## src/rtl/stopwatch_bcd_counter.sv

```systemverilog
// Debounced push-button stopwatch producing a registered 4-digit packed-BCD count (SS.hh).
// Define LAP_HOLD_EN to enable the lap-hold display freeze on btn_lap.
module stopwatch_bcd_counter #(
  parameter int unsigned CLK_HZ          = 100000000,
  parameter int unsigned TICK_HZ         = 100,
  parameter int unsigned DEBOUNCE_CYCLES = 1000000
) (
  input  logic        clock_100Mhz,
  input  logic        reset,
  input  logic        btn_start_stop,
  input  logic        btn_clear,
  input  logic        btn_lap,
  output logic [15:0] bcd_out,
  output logic        update,
  output logic        running,
  output logic        overflow
);

  localparam int unsigned DIV = CLK_HZ / TICK_HZ;
  localparam int unsigned PW  = $clog2(DIV);
  localparam int unsigned DW  = $clog2(DEBOUNCE_CYCLES + 1);

  localparam logic [PW-1:0] PRESC_LAST = PW'(DIV - 1);
  localparam logic [DW-1:0] DB_LAST    = DW'(DEBOUNCE_CYCLES - 1);

`ifdef LAP_HOLD_EN
  localparam int unsigned NBTN = 3;
`else
  localparam int unsigned NBTN = 2;
`endif

  localparam int unsigned BTN_SS  = 0;
  localparam int unsigned BTN_CLR = 1;

  localparam logic [1:0] StIdle  = 2'd0;
  localparam logic [1:0] StRun   = 2'd1;
  localparam logic [1:0] StPause = 2'd2;

  logic [NBTN-1:0]         w_btn_raw;
  logic [NBTN-1:0]         r_sync1;
  logic [NBTN-1:0]         r_sync2;
  logic [NBTN-1:0]         r_db_level;
  logic [NBTN-1:0]         r_db_prev;
  logic [NBTN-1:0]         r_press;
  logic [NBTN-1:0][DW-1:0] r_db_cnt;

  logic [1:0]    r_state;
  logic [1:0]    w_state_next;
  logic [PW-1:0] r_presc;
  logic [PW-1:0] w_presc_next;
  logic [15:0]   r_count;
  logic [15:0]   w_count_next;
  logic [16:0]   w_inc;
  logic [15:0]   r_bcd;
  logic [15:0]   w_bcd_next;
  logic          r_update;
  logic          r_running;
  logic          r_overflow;
  logic          w_overflow_next;
  logic          w_hold_next;
  logic          w_tick;
  logic          w_clear;
  logic          w_press_ss;
  logic          w_press_clr;

`ifdef LAP_HOLD_EN
  localparam int unsigned BTN_LAP = 2;
  logic r_hold;
  logic w_press_lap;
  assign w_btn_raw   = {btn_lap, btn_clear, btn_start_stop};
  assign w_press_lap = r_press[BTN_LAP];
`else
  logic w_unused_lap;
  assign w_btn_raw    = {btn_clear, btn_start_stop};
  assign w_unused_lap = btn_lap;
`endif

  assign w_press_ss  = r_press[BTN_SS];
  assign w_press_clr = r_press[BTN_CLR];

  // Increment packed BCD by one; bit 16 is the carry out of the tens-of-seconds digit.
  function automatic logic [16:0] bcd_inc(input logic [15:0] v);
    logic [15:0] s;
    logic        c;
    s = v;
    c = 1'b1;
    for (int d = 0; d < 4; d++) begin
      if (c) begin
        if (v[4*d +: 4] >= 4'd9) begin
          s[4*d +: 4] = 4'd0;
        end else begin
          s[4*d +: 4] = v[4*d +: 4] + 4'd1;
          c           = 1'b0;
        end
      end
    end
    return {c, s};
  endfunction

  // Synchronise, debounce and edge-detect every button; press pulses are registered.
  always_ff @(posedge clock_100Mhz or posedge reset) begin
    if (reset) begin
      r_sync1    <= '0;
      r_sync2    <= '0;
      r_db_level <= '0;
      r_db_prev  <= '0;
      r_press    <= '0;
      r_db_cnt   <= '0;
    end else begin
      r_sync1   <= w_btn_raw;
      r_sync2   <= r_sync1;
      r_db_prev <= r_db_level;
      r_press   <= r_db_level & ~r_db_prev;
      for (int i = 0; i < int'(NBTN); i++) begin
        if (r_sync2[i] != r_db_level[i]) begin
          if (r_db_cnt[i] == DB_LAST) begin
            r_db_level[i] <= r_sync2[i];
            r_db_cnt[i]   <= '0;
          end else begin
            r_db_cnt[i] <= r_db_cnt[i] + 1'b1;
          end
        end else begin
          r_db_cnt[i] <= '0;
        end
      end
    end
  end

  assign w_tick  = (r_state == StRun) && (r_presc == PRESC_LAST);
  // Clear is only legal outside RUN; when legal it overrides a simultaneous start/stop.
  assign w_clear = w_press_clr && (r_state != StRun);
  assign w_inc   = bcd_inc(r_count);

  always_comb begin
    w_state_next    = r_state;
    w_presc_next    = r_presc;
    w_count_next    = r_count;
    w_overflow_next = r_overflow;

    if (r_state == StRun) begin
      w_presc_next = w_tick ? '0 : r_presc + 1'b1;
    end
    if (w_tick) begin
      w_count_next = w_inc[15:0];
      if (w_inc[16]) begin
        w_overflow_next = 1'b1;
      end
    end

    if (w_clear) begin
      w_state_next    = StIdle;
      w_presc_next    = '0;
      w_count_next    = '0;
      w_overflow_next = 1'b0;
    end else if (w_press_ss) begin
      case (r_state)
        StIdle: begin
          w_state_next = StRun;
          w_presc_next = '0;
        end
        StRun:   w_state_next = StPause;
        StPause: w_state_next = StRun;
        default: w_state_next = StIdle;
      endcase
    end
  end

  always_comb begin
`ifdef LAP_HOLD_EN
    w_hold_next = r_hold;
    if (w_clear) begin
      w_hold_next = 1'b0;
    end else if (w_press_lap && (r_state == StRun)) begin
      w_hold_next = ~r_hold;
    end
`else
    w_hold_next = 1'b0;
`endif
    // While held the display keeps its value; on release it reloads the live count.
    w_bcd_next = w_hold_next ? r_bcd : w_count_next;
  end

  always_ff @(posedge clock_100Mhz or posedge reset) begin
    if (reset) begin
      r_state    <= StIdle;
      r_presc    <= '0;
      r_count    <= '0;
      r_bcd      <= '0;
      r_update   <= 1'b0;
      r_running  <= 1'b0;
      r_overflow <= 1'b0;
    end else begin
      r_state    <= w_state_next;
      r_presc    <= w_presc_next;
      r_count    <= w_count_next;
      r_bcd      <= w_bcd_next;
      r_update   <= (w_bcd_next != r_bcd);
      r_running  <= (w_state_next == StRun);
      r_overflow <= w_overflow_next;
    end
  end

`ifdef LAP_HOLD_EN
  always_ff @(posedge clock_100Mhz or posedge reset) begin
    if (reset) begin
      r_hold <= 1'b0;
    end else begin
      r_hold <= w_hold_next;
    end
  end
`endif

  assign bcd_out  = r_bcd;
  assign update   = r_update;
  assign running  = r_running;
  assign overflow = r_overflow;

endmodule

```

## config.mk

```make
export PLATFORM = sky130hd
export DESIGN_NAME = stopwatch_bcd_counter
export DESIGN_NICKNAME = d
export VERILOG_FILES = /design/src/rtl/stopwatch_bcd_counter.sv
export SDC_FILE = /design/constraint.sdc
export NUM_CORES = 1
export LEC_CHECK = 0
export BUFFER_PORTS_ARGS = -buffer_cell sky130_fd_sc_hd__buf_2
export CAP_MARGIN = 0
export CORE_MARGIN = 2
export CORE_UTILIZATION = 55
export DETAILED_ROUTE_END_ITERATION = 10
export GPL_ROUTABILITY_DRIVEN = 0
export PLACE_DENSITY = 0.72
export SLEW_MARGIN = 20
export SYNTH_ARGS = -nofsm -noshare
export SYNTH_HDL_FRONTEND = slang
export SYNTH_SLANG_ARGS = --single-unit
```

## constraint.sdc

```tcl
create_clock -name clock_100Mhz -period 3.35 [get_ports clock_100Mhz]
set_input_delay 0.335 -clock clock_100Mhz [delete_from_list [all_inputs] [get_ports clock_100Mhz]]
set_output_delay 0.335 -clock clock_100Mhz [all_outputs]
set_load 0.02 [all_outputs]
```

# Yosys cells after proc, flatten, opt, wreduce, memory -nomap -nowiden
# Cells that the tools add are included.
# totals
mem_count	0
romBits	0
regBits	91
elab_cells	77
latchBits	0
input_bits	5
ram_bits	0
# op_classes
add_sub_neg	7
n_mux	31
div	0
n_eq_ne	10
n_bitwise	2
shift	0
reduce_logical	9
n_mul	0
n_lt_le_gt_ge	4
# ops
cell	n
$mux 20	9
$add 20x1->20 const B	3
$eq 20x20->1 const B	3
$mux 16	2
$mux 4	7
$add 4x1->4 const B	4
$ge 4x4->1 const B	4
$ne 16x16->1	1
$mux 1	10
$reduce_and 2->1	3
$eq 2x1->1 const B	2
$mux 2	2
$pmux 2 s2	1
$reduce_bool 2->1	2
$and 2x2->2	1
$eq 2x2->1 const B	1
$logic_and 1x1->1	2
$logic_not 2->1	1
$ne 1x1->1	2
$ne 2x1->1 const B	1
$not 2->2	1
$reduce_or 2->1	1

# Logic depth before layout (Yosys ltp)
# Gate-level depths: netlist of run 1.
# depth
ltp_word	8
ltp_mapped	7
mapped_depth_nobuf	6

# Worst setup path before layout of run 1
# OpenSTA, ideal clock, no wires.
# synth_timing
path_type	reg-to-reg
from	reg r_presc[7]
to	reg r_bcd[11] (netlist: bcd_out[11])
slack_ns	0.995
required_time_ns	3.263
arrival_ns	2.268
synth_period_minus_slack_ns	2.355
setup_ns	0.087
path_stages_with_launch	6
path_buffers	1
cell_sequence	dfrtp_1 or4_1 or4_1 buf_2 or4_4 a211oi_2
# synth_between
elab_chain_len	4
# synth_lines
item	line_no	rtl
start: declaration	49	logic [PW-1:0] r_presc;
start signal: assignment	194	r_presc <= w_presc_next;
$eq 20x20->1	129	assign w_tick = (r_state == StRun) && (r_presc == PRESC_LAST);
$logic_and 1x1->1	129	
$mux 16	143	if (w_tick) begin
$mux 16	150	if (w_clear) begin
via w_bcd_next[11]	55	logic [15:0] w_bcd_next;
end signal: assignment	196	r_bcd <= w_bcd_next;
end: declaration	54	logic [15:0] r_bcd;
# The timed path passes the listed nets, and every way through them passes these cells.
# A chain may end at the register's enable or synchronous reset.

# Worst setup path after layout of run 1
# Ends and elaborated chain as after synthesis.

==> impl_metrics.toml, run 1 <==
[logic_synthesis]
yosysWarnings = 0
synth_cell_type_count = 48
synth_ff_type = "dfrtp_1"
yosysTopAreaCellShare_pct = 48.56
async_flop_share_pct = 100.0
synth_nets = 506
yosys_register_bits = 91
avgSynthCellArea_um2 = 9.649
synth_area_leaders = "dfrtp_1 (49%), ha_1 (4.0%), nor2_1 (3.7%), xnor2_1 (3.4%), nand3_1 (3.3%)"
synth_edf_count = 0
synth_cells = 486
yosysTopAreaCell = "dfrtp_1"
syn_area_um2 = 4689
yosysSeqAreaShare_pct = 48.56

[final_layout]
area.sequential_um2 = 2277
multi_input_area_um2 = 2267
drive_gt1_share_pct = 9.552
area_delta_synth_final_pct = 8.751
fin_nets = 528
fin_area_um2 = 5100
diodes = 0
fillers = 722

[die]
start_util_pct = 56.79
die_h_um = 96.34
rows = 33
pin_count = 24
die_x_um = 96.34
core-area_um2 = 8258
dieArea_um2 = 9281

[worst_setup_path]
crit_top_cell = "or4_1"
worstRegToRegCells = 4
path_cells = "or4_1, or4_1, or4_4, a211oi_2"
path_class = "reg -> reg"
crit_buf_inv = 0
path_depth = 4
crit_path_max_fanout = 9
start_kind = "flop"
cpLargestDelayFamily = "simple AND/OR/NAND/NOR gates"
startpoint = "r_presc[7]$_DFF_PP0_"
cp.required_ns = 3.62
arrival_ns = 2.85
slowest_delay_ns = 0.68
cpMaxStageDelayCell = "or4_1"
r2r_start = "r_presc[7]$_DFF_PP0_"
critPathCaptureType = "flop"

[route]
dr.pass1.iters = 4
wl_um = 9572
drt-initial-drc-count = 204
drc_errors = 0
vias_per_cell = 6.081
vias = 3758
wl_per_cell_um = 15.49
ant_nets = 0

[pwr]
cellLeakagePower_nw = 2.208
p_total_mw = 1.842
ir_drop_uv = 217.8
powerDensity_nw_per_um2 = 361.1

[place]
port_buffers = 22
place_area_um2 = 4920
hpwlAfterDp_um = 6503
pre_cts_ws_ns = 0.8032

[timing]
finalHoldViolCount = 0
period_share_pct = 76.90
period_needed_ns = 2.576
rsz0062_at_grt = "false"
fin_skew_ns = 0.01629
maxSlewHeadroom_pct = 41.98
worst_slew_pin_slew_ns = 0.8694
setup_ws_ns = 0.7738
setup_viol = 0
max_clock_freq_ghz = 0.3882
tns_ns = 0
final-max-slew-violation-count = 0

[global_routing]
grt_max_degree = 50
first_global_vias = 3695
grt_remaining_overflow = 0
grt_first_pass_wirelength_um = 16620
gr-usage-all-layers_pct = 22.66
antenna_found_initial = 0

[clock_tree]
cts.sinks = 91
cts_buffers = 9
cts-resized-gates = 0
clk_pin_slew_ns = 0.09
cts_setup_buffers = 0
cts_buffer_depth = 2
cts-root-buf = "clkbuf_8"
htreeDepth = 3
tritoncts = "yes"
clock_latency_ns = 0.35
cts_hold_buf = 0

[status]
status = "finished, final reports clean"

[run]
maxCapViolCount = 0

[hold_path]
hold_start = "btn_clear"
hold_path.class = "in -> reg"
hold_depth = 1
[flip-flops by register name, indices dropped and copies added (netlist names)]
name and flops:
overflow 1, r_db_cnt 40, r_press 2, running 1, r_db_level 2, r_sync1 2, bcd_out 16, r_db_prev 2
r_presc 20, r_sync2 2, r_state 2, update 1
[through the flow]
stage / instances / hold slack [ns] / util [%]
after floorplan: 486 / 0.3312 / -
after global placement: 602 / 0.3499 / 59.58
after detailed placement: 602 / 0.3477 / 59.58
after CTS: 618 / 0.08023 / 61.76
after global routing: 618 / 0.07540 / 61.76
final: 618 / 0.09345 / 61.76
[power by group]
part | total (mW) | internal, mW | leakage, nW | switching [mW]
Clock | 0.682 | 0.308 | 0.0884 | 0.374
Combinational | 0.0462 | 0.0117 | 0.862 | 0.0345
Sequential | 1.11 | 1.11 | 1.26 | 0.00791
[area by class of cell]
| class | instances | area share (%) |
|---|---|---|
| Sequential cell | 91 | 44.65 |
| Clock buffer | 12 | 3.042 |
| Multi-Input combinational cell | 357 | 44.46 |
| Tap cell | 105 | 2.576 |
| Inverter | 22 | 1.644 |
| Clock inverter | 4 | 0.4907 |
| Timing Repair Buffer | 27 | 3.140 |
[synth_stat cells (all sizes together), types with 12 or more instances]
cell / number
dfrtp: 91
nor2: 46
nand3: 31
a21oi: 29
nand2: 24
nand4: 23
o21ai: 23
inv: 22
or3: 18
or4: 18
xnor2: 18
xor2: 17
ha: 15
nor4: 14
clkbuf: 13
o31ai: 12
[placed cells by master, fill, tap and decap left out, types with 2 or more instances in the layout]
cell,count
or3_1,18
nand2b_1,4
and4_1,5
buf_2,22
dfrtp_1,91
o21ai_0,21
o31ai_1,12
xnor2_1,18
or4b_1,2
or3b_2,3
a21boi_0,2
nor2b_1,4
buf_4,4
o22ai_1,2
o211a_1,3
clkinv_2,3
a221oi_1,2
clkinvlp_4,2
o21ai_1,2
nand3_1,31
xor2_1,17
or4_1,17
and2_1,8
and3_1,5
nor3_1,8
nand2_1,24
nand4b_1,4
nor4_1,14
nor2_1,46
mux2_1,2
nand4_1,23
nor4b_1,2
inv_1,21
a21oi_1,29
ha_1,15
clkbuf_8,11
[routing by layer]
metal | part of all wire [%] | track usage (%)
met4 | 1.8 | 7.746
met3 | 4.5 | 4.307
met2 | 48 | 37.85
met5 | 0 | 0
met1 | 46 | 29.68
[cells by family after synthesis]
kind of cell | synth area share (%)
fa+ha+maj | 4.002
flops | 48.56
buf+inv | 3.095
compound gates | 10.35
simple gates | 26.76
mux | 0.6937
xor+xnor | 6.537
[path summary, 6_finish.rpt]
path / end / slack, ns
setup / recovery: bcd_out[11]$_DFF_PP0_ / 0.77
hold / removal: r_sync1[1]$_DFF_PP0_ / 0.09
setup reg to reg: bcd_out[11]$_DFF_PP0_ / 0.77
hold reg to reg: r_sync2[1]$_DFF_PP0_ / 0.37
max in group asynchronous: bcd_out[3]$_DFF_PP0_ / 2.52
min in group asynchronous: r_db_cnt[30]$_DFF_PP0_ / 0.13
Power figures use the tool's default switching activity.
==> inputs of run 2 (changes only) <==
- PLACE_DENSITY: 0.72 -> 0.75
- clock period: 3.35 -> 2.3 ns (I/O delays scaled with it)
==> impl_metrics.toml, run 2 (synthesis results as in run 1) <==
[worst_setup_path]
cp.required_ns = 2.53
crit_path_max_fanout = 8
critPathCaptureType = "flop"
worstRegToRegCells = 5
reg2reg_to = "bcd_out[8]$_DFF_PP0_"
start_kind = "flop"
r2r_start = "r_presc[6]$_DFF_PP0_"
cpLargestDelayFamily = "simple AND/OR/NAND/NOR gates"
crit_buf_inv = 1
path_depth = 5
reg2reg_slack_ns = 0.14
cp-endpoint = "bcd_out[8]$_DFF_PP0_"
startpoint = "r_presc[6]$_DFF_PP0_"
slowest_delay_ns = 0.52
arrival_ns = 2.38
path_class = "reg -> reg"
path_cells = "or4b_1, or4_1, buf_4, o31ai_1, a21oi_1"
cpMaxStageDelayCell = "or4_1"

[clock_tree]
htreeDepth = 3
cts_setup_buffers = 0
tritoncts = "yes"
clk_pin_slew_ns = 0.09
cts_buffers = 9
cts_hold_buf = 3
cts-resized-gates = 0
clock_latency_ns = 0.36
cts-root-buf = "clkbuf_8"
cts_buffer_depth = 2
cts.sinks = 91

[global_routing]
first_global_vias = 3646
grt_max_degree = 47
grt_remaining_overflow = 0
antenna_found_initial = 0
gr-usage-all-layers_pct = 22.71
grt_first_pass_wirelength_um = 16530

[run]
maxCapViolCount = 0

[route]
drt-initial-drc-count = 159
wl_per_cell_um = 15.11
wl_um = 9547
vias = 3775
vias_per_cell = 5.973
dr.pass1.iters = 4
ant_nets = 0
drc_errors = 0

[final_layout]
diodes = 0
max_flop_register = "r_db_cnt"
largest_register_ffs = 40
layout_common_cells = "dfrtp_1 (91), nor2_1 (46), nand3_1 (31), a21oi_1 (29), nand2_1 (24)"
fin_nets = 542
fin_util_pct = 63.67
layout_commonest_cell = "dfrtp_1"
drive_gt1_share_pct = 11.57
area_delta_synth_final_pct = 12.11

[place]
hpwlAfterDp_um = 6413
port_buffers = 22

[die]
core-area_um2 = 8258
start_util_pct = 56.79
die_x_um = 96.34
pin_count = 24
die_h_um = 96.34
rows = 33
dieArea_um2 = 9281

[timing]
tns_ns = 0
period_needed_ns = 2.156
fin_skew_ns = 0.01041
final-max-slew-violation-count = 0
finalHoldViolCount = 0
worst_slew_pin_slew_ns = 0.5206
max_clock_freq_ghz = 0.4638
period_share_pct = 93.75
rsz0062_at_grt = "false"
hold_ws_ns = 0.3523
setup_viol = 0
maxSlewHeadroom_pct = 65.22

[hold_path]
hold_path.class = "reg -> reg"

[pwr]
powerDensity_nw_per_um2 = 546.5
ir_drop_uv = 375.0
cellLeakagePower_nw = 2.296
p_total_mw = 2.873

[status]
status = "finished, final reports clean"
run 2: changes by cell type in the layout (fill, tap and decap cells not counted):
| cell | change |
|---|---|
| buf_4 | +11 |
| bufinv_16 | +1 |
| clkbuf_1 | -1 |
| clkbuf_8 | +2 |
| clkinv_2 | -2 |
| clkinv_4 | +1 |
| clkinvlp_4 | -1 |
| dlygate4sd3_1 | +3 |
run 2: layout make-up:
cell class | count | area [um^2]
sequential | 91 | 2277
tap | 105 | 131.4
multi-input combinational | 357 | 2267
timing repair buffer | 41 | 272.8
inverter | 22 | 86.33
clock inverter | 3 | 43.79
clock buffer | 13 | 178.9
fill | 679 | 3000
run 2: power by group:
group,switching (mW),internal (mW)
logic,0.0511,0.0226
clock network,0.556,0.622
registers,0.0111,1.61
total,0.618,2.25
run 2: per-stage QoR:
stage                     std cells  instance area, um^2  worst slack (ns)
final                           632                 5258            0.1437
after global routing            632                 5258           0.01691
after CTS                       632                 5258            0.1293
after detailed placement        613                 5005            0.1362
after global placement          613                 5005            0.1855
after floorplan                 486                 4700           0.04997
run 2: metal layers:
metal / part of all wire (%) / wire length, um / GRT usage [%] / vias to the layer above
met5: 0 / 0 / 0 / -
met2: 48 / 4611 / 36.75 / 84
met1: 46 / 4392 / 30.60 / 1834
met4: 1.3 / 128 / 7.864 / 0
met3: 4.3 / 414 / 4.542 / 14
li1: - / - / - / 1843
run 2: worst min path at each step:
stage	startpoint	to	slack [ns]	cells past startpoint
2_1_floorplan	btn_start_stop	r_sync1[0]$_DFF_PP0_	0.26	0
3_3_place_gp	reset	r_db_cnt[5]$_DFF_PP0_	0.30	2
3_5_place_dp	reset	r_db_cnt[1]$_DFF_PP0_	0.30	2
4_1_cts	r_sync1[1]$_DFF_PP0_	r_sync2[1]$_DFF_PP0_	0.35	0
5_1_grt	r_sync1[1]$_DFF_PP0_	r_sync2[1]$_DFF_PP0_	0.36	0
6_report	r_sync1[1]$_DFF_PP0_	r_sync2[1]$_DFF_PP0_	0.35	0
